**config.mk**
```make
export PLATFORM = sky130hd
export DESIGN_NAME = modulo_demux_scan
export DESIGN_NICKNAME = d
export VERILOG_FILES = /design/src/rtl/modulo_demux_scan.sv
export SDC_FILE = /design/constraint.sdc
export NUM_CORES = 1
export LEC_CHECK = 0
export CAP_MARGIN = 20
export CORE_ASPECT_RATIO = 1.2
export CORE_MARGIN = 3
export CORE_UTILIZATION = 40
export DETAILED_ROUTE_END_ITERATION = 8
export SLEW_MARGIN = 20
export SYNTH_ARGS = -nofsm -noshare
export SYNTH_HDL_FRONTEND = slang
export SYNTH_SLANG_ARGS = --single-unit
```
**constraint.sdc**
```tcl
create_clock -name clk -period 2.75 [get_ports clk]
set_input_delay 0.275 -clock clk [delete_from_list [all_inputs] [get_ports clk]]
set_output_delay 0.275 -clock clk [all_outputs]
set_load 0.01 [all_outputs]
```
**src/rtl/modulo_demux_scan.sv**
```systemverilog
// Registered 1:N one-hot demux with manual select or dwell-timed automatic scan.
// Optional anti-ghosting blank cycle on every channel change: define SCAN_BLANK_EN.
module modulo_demux_scan #(
  parameter int SEL_W = 3,
  parameter int DWELL = 4,
  parameter int DW_W  = 16
) (
  input  logic                  clk,
  input  logic                  rst_n,
  input  logic                  input_e,
  input  logic                  input_mode,
  input  logic [SEL_W-1:0]      input_sel,
  output logic [(2**SEL_W)-1:0] out,
  output logic [SEL_W-1:0]      cur_sel,
  output logic                  wrap
);

  localparam int N = 2 ** SEL_W;
  localparam logic [DW_W-1:0]  DWELL_LAST = DW_W'(DWELL - 1);
  localparam logic [SEL_W-1:0] SEL_LAST   = SEL_W'(N - 1);

  logic [N-1:0]     r_out;
  logic [SEL_W-1:0] r_cur_sel;
  logic             r_wrap;
  logic [DW_W-1:0]  r_dwell_cnt;

  logic [SEL_W-1:0] w_next_sel;
  logic [DW_W-1:0]  w_next_cnt;
  logic             w_next_wrap;
  logic             w_out_en;
  logic [N-1:0]     w_onehot;

  // NOTE: every signal driven here gets a default first, so no path can infer a latch.
  always_comb begin
    w_next_sel  = r_cur_sel;
    w_next_cnt  = r_dwell_cnt;
    w_next_wrap = 1'b0;
    w_out_en    = 1'b0;

    if (!input_mode) begin
      w_next_sel = input_sel;
      w_next_cnt = '0;
      w_out_en   = input_e;
    end else if (input_e) begin
      w_out_en = 1'b1;
      if (r_dwell_cnt == DWELL_LAST) begin
        // N is a power of two, so the increment wraps N-1 -> 0 by itself.
        w_next_cnt  = '0;
        w_next_sel  = r_cur_sel + 1'b1;
        w_next_wrap = (r_cur_sel == SEL_LAST);
      end else begin
        w_next_cnt = r_dwell_cnt + 1'b1;
      end
    end

`ifdef SCAN_BLANK_EN
    if (w_next_sel != r_cur_sel) begin
      w_out_en = 1'b0;
    end
`endif
  end

  // Output ordering is reversed: select k drives out[N-1-k].
  always_comb begin
    w_onehot = '0;
    for (int i = 0; i < N; i++) begin
      w_onehot[i] = w_out_en && (SEL_W'(N - 1 - i) == w_next_sel);
    end
  end

  // NOTE: sequential state uses non-blocking assignments only; reset is sampled on the clock edge.
  always_ff @(posedge clk) begin
    if (!rst_n) begin
      r_out       <= '0;
      r_cur_sel   <= '0;
      r_wrap      <= 1'b0;
      r_dwell_cnt <= '0;
    end else begin
      r_out       <= w_onehot;
      r_cur_sel   <= w_next_sel;
      r_wrap      <= w_next_wrap;
      r_dwell_cnt <= w_next_cnt;
    end
  end

  assign out     = r_out;
  assign cur_sel = r_cur_sel;
  assign wrap    = r_wrap;

endmodule

```
==> out/results.tsv <==
metric	value	unit
total power	743.9	µW
core box area	3110	µm²
initial antenna violation count	0	
first drt pass iteration count	6	
FF-to-FF path depth	5	
syn_nets	143	
CTS tree	built	
Wirelength per Cell	13.90	µm
post-synth top area cell	dfxtp_1	
clock skew	0.01184	ns
Starting Density	0.4232	
largest net degree at the start of global routing	17	
total setup buffers inserted after CTS	0	
Worst-Margin Slew	0.6284	ns
Final setup violation count	0	
Root Buffer	clkbuf_4	
Post-Syn Instances	133	
Die Height	68.84	µm
most frequent cell after synthesis	dfxtp_1	
io pins	19	
fillcell total	306	
area delta synth->final	20.34	%
synth cell count leaders	dfxtp_1 (28), nor2_1 (17), nand2_1 (9)	
Placer Congestion	0.7595	
Tcrit/Tclk final	0.7158	
Ys Warns	0	
routed vias	1041	
Detailed Route WL	2.628	mm
Tmin final	1.969	ns
Rel. slew slack	0.5799	
Final Max Tran Viols	0	
Final Hold Vio Count	0	
Post-synth EDFFs	0	
# DRC	0	
r2r setup slk	0.78	ns
leakage dissipation	0.0005767	µW
die area	4018	µm²
Worst Path Max Fanout	6	
setup TNS	0	ns
maxcap violations	0	
Worst-path clk slew	0.15	ns
final core utilization	0.5093	
arrival time worst endpoint	2.20	ns
Worst-Skew Late Latency	0.32	ns
Worst Setup End Kind	flop	
Post-synth top flop	dfxtp_1	
Total Nets Final	164	
Worst Path Required	2.98	ns
Power Density	469.6	nW/µm²
layout cell share with drive strength beyond 1	0.08497	
DIE WIDTH	58.37	µm
register area share after synthesis	0.4259	
PortBufs	18	
post-synthesis register bit count	28	
Hold Path Depth	2	
Post-synth ARST share	0	
Worst VDD drop	0.2464	mV
FMAX	0.5080	GHz
number of DRC markers in iteration 0	21	
Hold EP	r_dwell_cnt[15]	
CTS buffer count	3	
H-tree depth	1	
Synth top area share	0.4259	
number of global-route vias before repair	995	
Crit Path Class	flop to flop	
R2R Path Start	r_dwell_cnt[0]	
Hold WC Path Type	flop to flop	
critical path launch point	r_dwell_cnt[0]	
first-pass GRT wire length	4.547	mm
Post-Syn Area	1316	µm²
GRT overflow	0	
cts repair resizes	0	
GRT Total Usage	0.1477	
CTS Buffer Depth	2	
post-route ant nets	0	
Mean Syn Cell Area	9.897	µm²
min-delay src	r_dwell_cnt[15]	
run status	completed	
vias per std cell	5.508	
row count	22	
RR Endpoint	out[4]	
diodes inserted	0	
Hold-fix buffers, CTS	0	
top post-synthesis cells by area	dfxtp_1 (43%), xor2_1 (5.3%), nor2_1 (4.8%), nor4_4 (4.8%), and4_1 (4.0%)	
clock sinks	28	
Setup crit start kind	flop	
RSZ-0062 raised after global routing	false	
HPWL after DPL	2.020	mm
Yosys cell types	38	
==> routing by layer <==
| layer | GRT usage | routed length [µm] | vias up |
|---|---|---|---|
| li1 | - | - | 531 |
| met5 | 0 | 0 | - |
| met2 | 0.2723 | 1362 | 19 |
| met3 | 0.02607 | 118 | 2 |
| met4 | 0.06087 | 24 | 0 |
| met1 | 0.1663 | 1123 | 489 |
==> cell type report <==
cell class / count / area [µm²] / share of cell area
inverters: 5 / 18.77 / 0.01185
repair buffers: 19 / 187.7 / 0.1185
well taps: 36 / 45.04 / 0.02844
clock inverters: 1 / 30.03 / 0.01896
multi-input cells: 97 / 719.4 / 0.4542
flip-flops and latches: 28 / 560.5 / 0.3539
clock buffers: 3 / 22.52 / 0.01422
==> worst max path at each step <==
| stage | endpoint | slack (ns) | cells after the start |
|---|---|---|---|
| final | out[4] | 0.78 | 5 |
| after detailed placement | out[4] | 0.61 | 5 |
| after global placement | out[4] | 0.68 | 5 |
| after floorplan | out[4] | 1.06 | 5 |
| after CTS | out[4] | 0.79 | 5 |
| after global routing | r_dwell_cnt[0] | 0.60 | 5 |
==> sequential cells by signal, indices dropped and copies added, names as in the netlist <==
| register | flops |
|---|---|
| out | 8 |
| cur_sel | 3 |
| r_dwell_cnt | 16 |
| wrap | 1 |
==> where the power goes <==
group          internal, µW  switching [µW]  total, µW
clock                   147             115        262
sequential              412            4.47        416
combinational          31.0            34.1       65.1
total                   590             154        744
==> stage by stage <==
stage	setup slack, ns	instance area, µm²	instances	hold WS (ns)
2_1_floorplan	1.057	1316	133	0.3967
3_3_place_gp	0.6835	1531	185	0.5068
3_5_place_dp	0.6079	1531	185	0.5169
4_1_cts	0.7920	1584	189	0.5393
5_1_grt	0.6009	1584	189	0.5905
6_report	0.7814	1584	189	0.5343
==> cells by family (layout without fill, tap and decap cells) <==
kind of cell | after synthesis | after routing | synth area share
buffers and inverters | 8 | 28 | 0.02757
muxes | 1 | 1 | 0.007605
DFF | 28 | 28 | 0.4259
xor gates and xnor gates | 12 | 12 | 0.07985
AOI/OAI and AO/OA | 18 | 18 | 0.1293
and+or+nand+nor | 63 | 63 | 0.3013
adders and majority gates | 3 | 3 | 0.02852
==> worst max-delay path, cell delays in order (launching register included) <==
cell       delay [ns]
dfxtp_1          0.44
ha_1             0.23
and4bb_1         0.33
nand4_2          0.21
o211a_1          0.33
a2111oi_2        0.35
==> layout by cell type (no fill, tap or decap), drive strengths merged, types with 3 or more instances in the layout <==
| cell type | count |
|---|---|
| nor2 | 17 |
| nand3 | 6 |
| nor4 | 5 |
| inv | 5 |
| and3 | 3 |
| and4 | 6 |
| ha | 3 |
| a21oi | 3 |
| clkbuf | 3 |
| dfxtp | 28 |
| nand4 | 7 |
| xnor2 | 4 |
| clkdlybuf4s50 | 18 |
| nand2 | 9 |
| xor2 | 8 |
No activity file was read; power rests on OpenSTA's default activity.
==> patch, RTL diff (config.mk and constraints unchanged) <==
Add an input register stage for `input_e`, `input_mode` and `input_sel`, cleared by the reset; this delays them by one clock.
--- a/src/rtl/modulo_demux_scan.sv
+++ b/src/rtl/modulo_demux_scan.sv
@@ -19,6 +19,22 @@
   localparam logic [DW_W-1:0]  DWELL_LAST = DW_W'(DWELL - 1);
   localparam logic [SEL_W-1:0] SEL_LAST   = SEL_W'(N - 1);
 
+  logic input_e_q;
+  logic input_mode_q;
+  logic [SEL_W-1:0] input_sel_q;
+
+  always_ff @(posedge clk) begin
+    if (!rst_n) begin
+      input_e_q    <= '0;
+      input_mode_q <= '0;
+      input_sel_q  <= '0;
+    end else begin
+      input_e_q    <= input_e;
+      input_mode_q <= input_mode;
+      input_sel_q  <= input_sel;
+    end
+  end
+
   logic [N-1:0]     r_out;
   logic [SEL_W-1:0] r_cur_sel;
   logic             r_wrap;
@@ -37,11 +53,11 @@
     w_next_wrap = 1'b0;
     w_out_en    = 1'b0;
 
-    if (!input_mode) begin
-      w_next_sel = input_sel;
+    if (!input_mode_q) begin
+      w_next_sel = input_sel_q;
       w_next_cnt = '0;
-      w_out_en   = input_e;
-    end else if (input_e) begin
+      w_out_en   = input_e_q;
+    end else if (input_e_q) begin
       w_out_en = 1'b1;
       if (r_dwell_cnt == DWELL_LAST) begin
         // N is a power of two, so the increment wraps N-1 -> 0 by itself.
Function: changed (a bounded check fails within 4 cycles, from zero or initial values and one cycle with rst_n low).
==> patch against the unedited design <==
- critical path depth did not move
- die area is 9.5% higher
- clock power rose by 50%
- power grew 26%
- count of clock-buffer cells in the layout grew 4
- final area grew 11%
- worst setup slack improved by 0.082 ns
- synthesized area up 11%
- final cell count is 7.9% higher
- sequential cell count up 5
- routed wire length increased by 7.9%
==> patch: results (changes against the unedited design) <==
<table>
<tr><th>Metric</th><th>Value</th></tr>
<tr><th colspan="2">Clocking</th></tr>
<tr><td>CTS buffer count</td><td>5 (+2)</td></tr>
<tr><td>H-tree Lvls</td><td>2 (+1)</td></tr>
<tr><td>Clk pin slew, worst setup/hold paths</td><td>0.06 ns (-0.09 ns)</td></tr>
<tr><td>Maximum clock insertion buffer count</td><td>2 (unchanged)</td></tr>
<tr><th colspan="2">Placement</th></tr>
<tr><td>HPWL reported at the end of detailed placement</td><td>2.082 mm (+3.1%)</td></tr>
<tr><td>Final RePlAce weighted congestion</td><td>0.8528 (+12%)</td></tr>
<tr><td>Area post-placement</td><td>1664 µm² (+8.7%)</td></tr>
<tr><td>Worst slack at placement</td><td>0.8605 ns (+0.2526 ns)</td></tr>
<tr><th colspan="2">Min path</th></tr>
<tr><td>Startpoint of the lowest-slack hold path</td><td>r_dwell_cnt[12]$_SDFFE_PN0P_</td></tr>
<tr><td>End of the worst hold path</td><td>r_dwell_cnt[12]$_SDFFE_PN0P_</td></tr>
<tr><th colspan="2">Synth</th></tr>
<tr><td>Most area-consuming cells after synthesis</td><td>dfxtp_1, nor4_4, xnor2_1</td></tr>
<tr><td>Share of the yosys chip area belonging to registers</td><td>45.40% (+2.8 points)</td></tr>
<tr><td>Cell area after technology mapping</td><td>1455 µm² (+11%)</td></tr>
<tr><td>Syn Nets</td><td>155 (+8.4%)</td></tr>
<tr><td>Post-synthesis cell type count</td><td>31 (-18%)</td></tr>
<tr><th colspan="2">Route</th></tr>
<tr><td>Via count</td><td>1124 (+8.0%)</td></tr>
<tr><td>Drt first pass iters</td><td>4 (-2)</td></tr>
<tr><th colspan="2">Global route</th></tr>
<tr><td>Global-route usage over all layers</td><td>15.61% (+0.84 points)</td></tr>
<tr><td>Global-route wire length before repair</td><td>5.099 mm (+12%)</td></tr>
<tr><th colspan="2">Critical path</th></tr>
<tr><td>Critical Path AT</td><td>2.06 ns (-0.14 ns)</td></tr>
<tr><td>Worst r2r dst</td><td>out[5]$_SDFF_PN0_</td></tr>
<tr><th colspan="2">Timing</th></tr>
<tr><td>Worst rel slew slack</td><td>59.02% (+1.0 points)</td></tr>
<tr><td>Worst Skew</td><td>0.005124 ns (-0.006713 ns)</td></tr>
<tr><th colspan="2">Power and ir drop</th></tr>
<tr><td>Static power due to leakage</td><td>0.5936 nW (+2.9%)</td></tr>
<tr><td>Worst IR Drop VDD</td><td>0.0003052 V (+24%)</td></tr>
<tr><th colspan="2">Finish</th></tr>
<tr><td>Ratio of cells with drive above 1 in the final layout</td><td>13.17% (+4.7 points)</td></tr>
<tr><th colspan="2">Status</th></tr>
<tr><td>Outcome</td><td>completed</td></tr>
</table>
patch: cell types whose count changed after synthesis, sizes merged, moves of 3 or more:
cell,before,now
xnor2,4,7
xor2,8,5
dfxtp,28,33
and4,6,2
nand3,6,10
nor4,5,8
and2,1,7
patch: metal layers:
metal  wire (µm)  vias up  GRT usage, %
met5           0        -             0
met4          80        0         8.675
met3         136        8         6.050
met2        1372       22         24.24
met1        1246      527         17.95
li1            -      567             -
patch: report_power, final:
part | leakage, nW | switching [mW] | total (mW) | internal (mW)
clock network | 0.0542 | 0.168 | 0.394 | 0.226
registers | 0.268 | 0.00775 | 0.494 | 0.486
logic | 0.272 | 0.0274 | 0.0529 | 0.0255
total | 0.594 | 0.203 | 0.940 | 0.737
patch: metrics by stage:
stage,hold WS [ns],cells
after floorplan,0.4023,145
after global placement,0.5223,196
after detailed placement,0.5359,196
after CTS,0.5469,204
after global routing,0.5562,204
final,0.5488,204
patch: worst max-delay path, cell delays in order, from the launching register on:
cell	delay (ns)
dfxtp_1	0.38
ha_1	0.24
and4bb_2	0.32
nand4_4	0.17
o211a_1	0.34
a2111oi_2	0.34
patch: cells by family (layout without fill, tap and decap cells):
logic type	Yosys count	in the layout	synth area share, %
compound gates	19	19	12.73
fa+ha+maj	3	3	2.580
mux	1	1	0.6879
flops	33	33	45.40
xor+xnor	12	12	7.223
simple gates	68	68	28.89
buf+inv	9	31	2.494
patch: area by class of cell:
type / instances / area (µm²)
clock buffers: 7 / 96.34
clock inverters: 1 / 5.005
fillers: 316 / 1659
inverters: 5 / 18.77
multi-input cells: 103 / 758.2
flip-flops and latches: 33 / 660.6
well taps: 37 / 46.29
repair buffers: 18 / 180.2
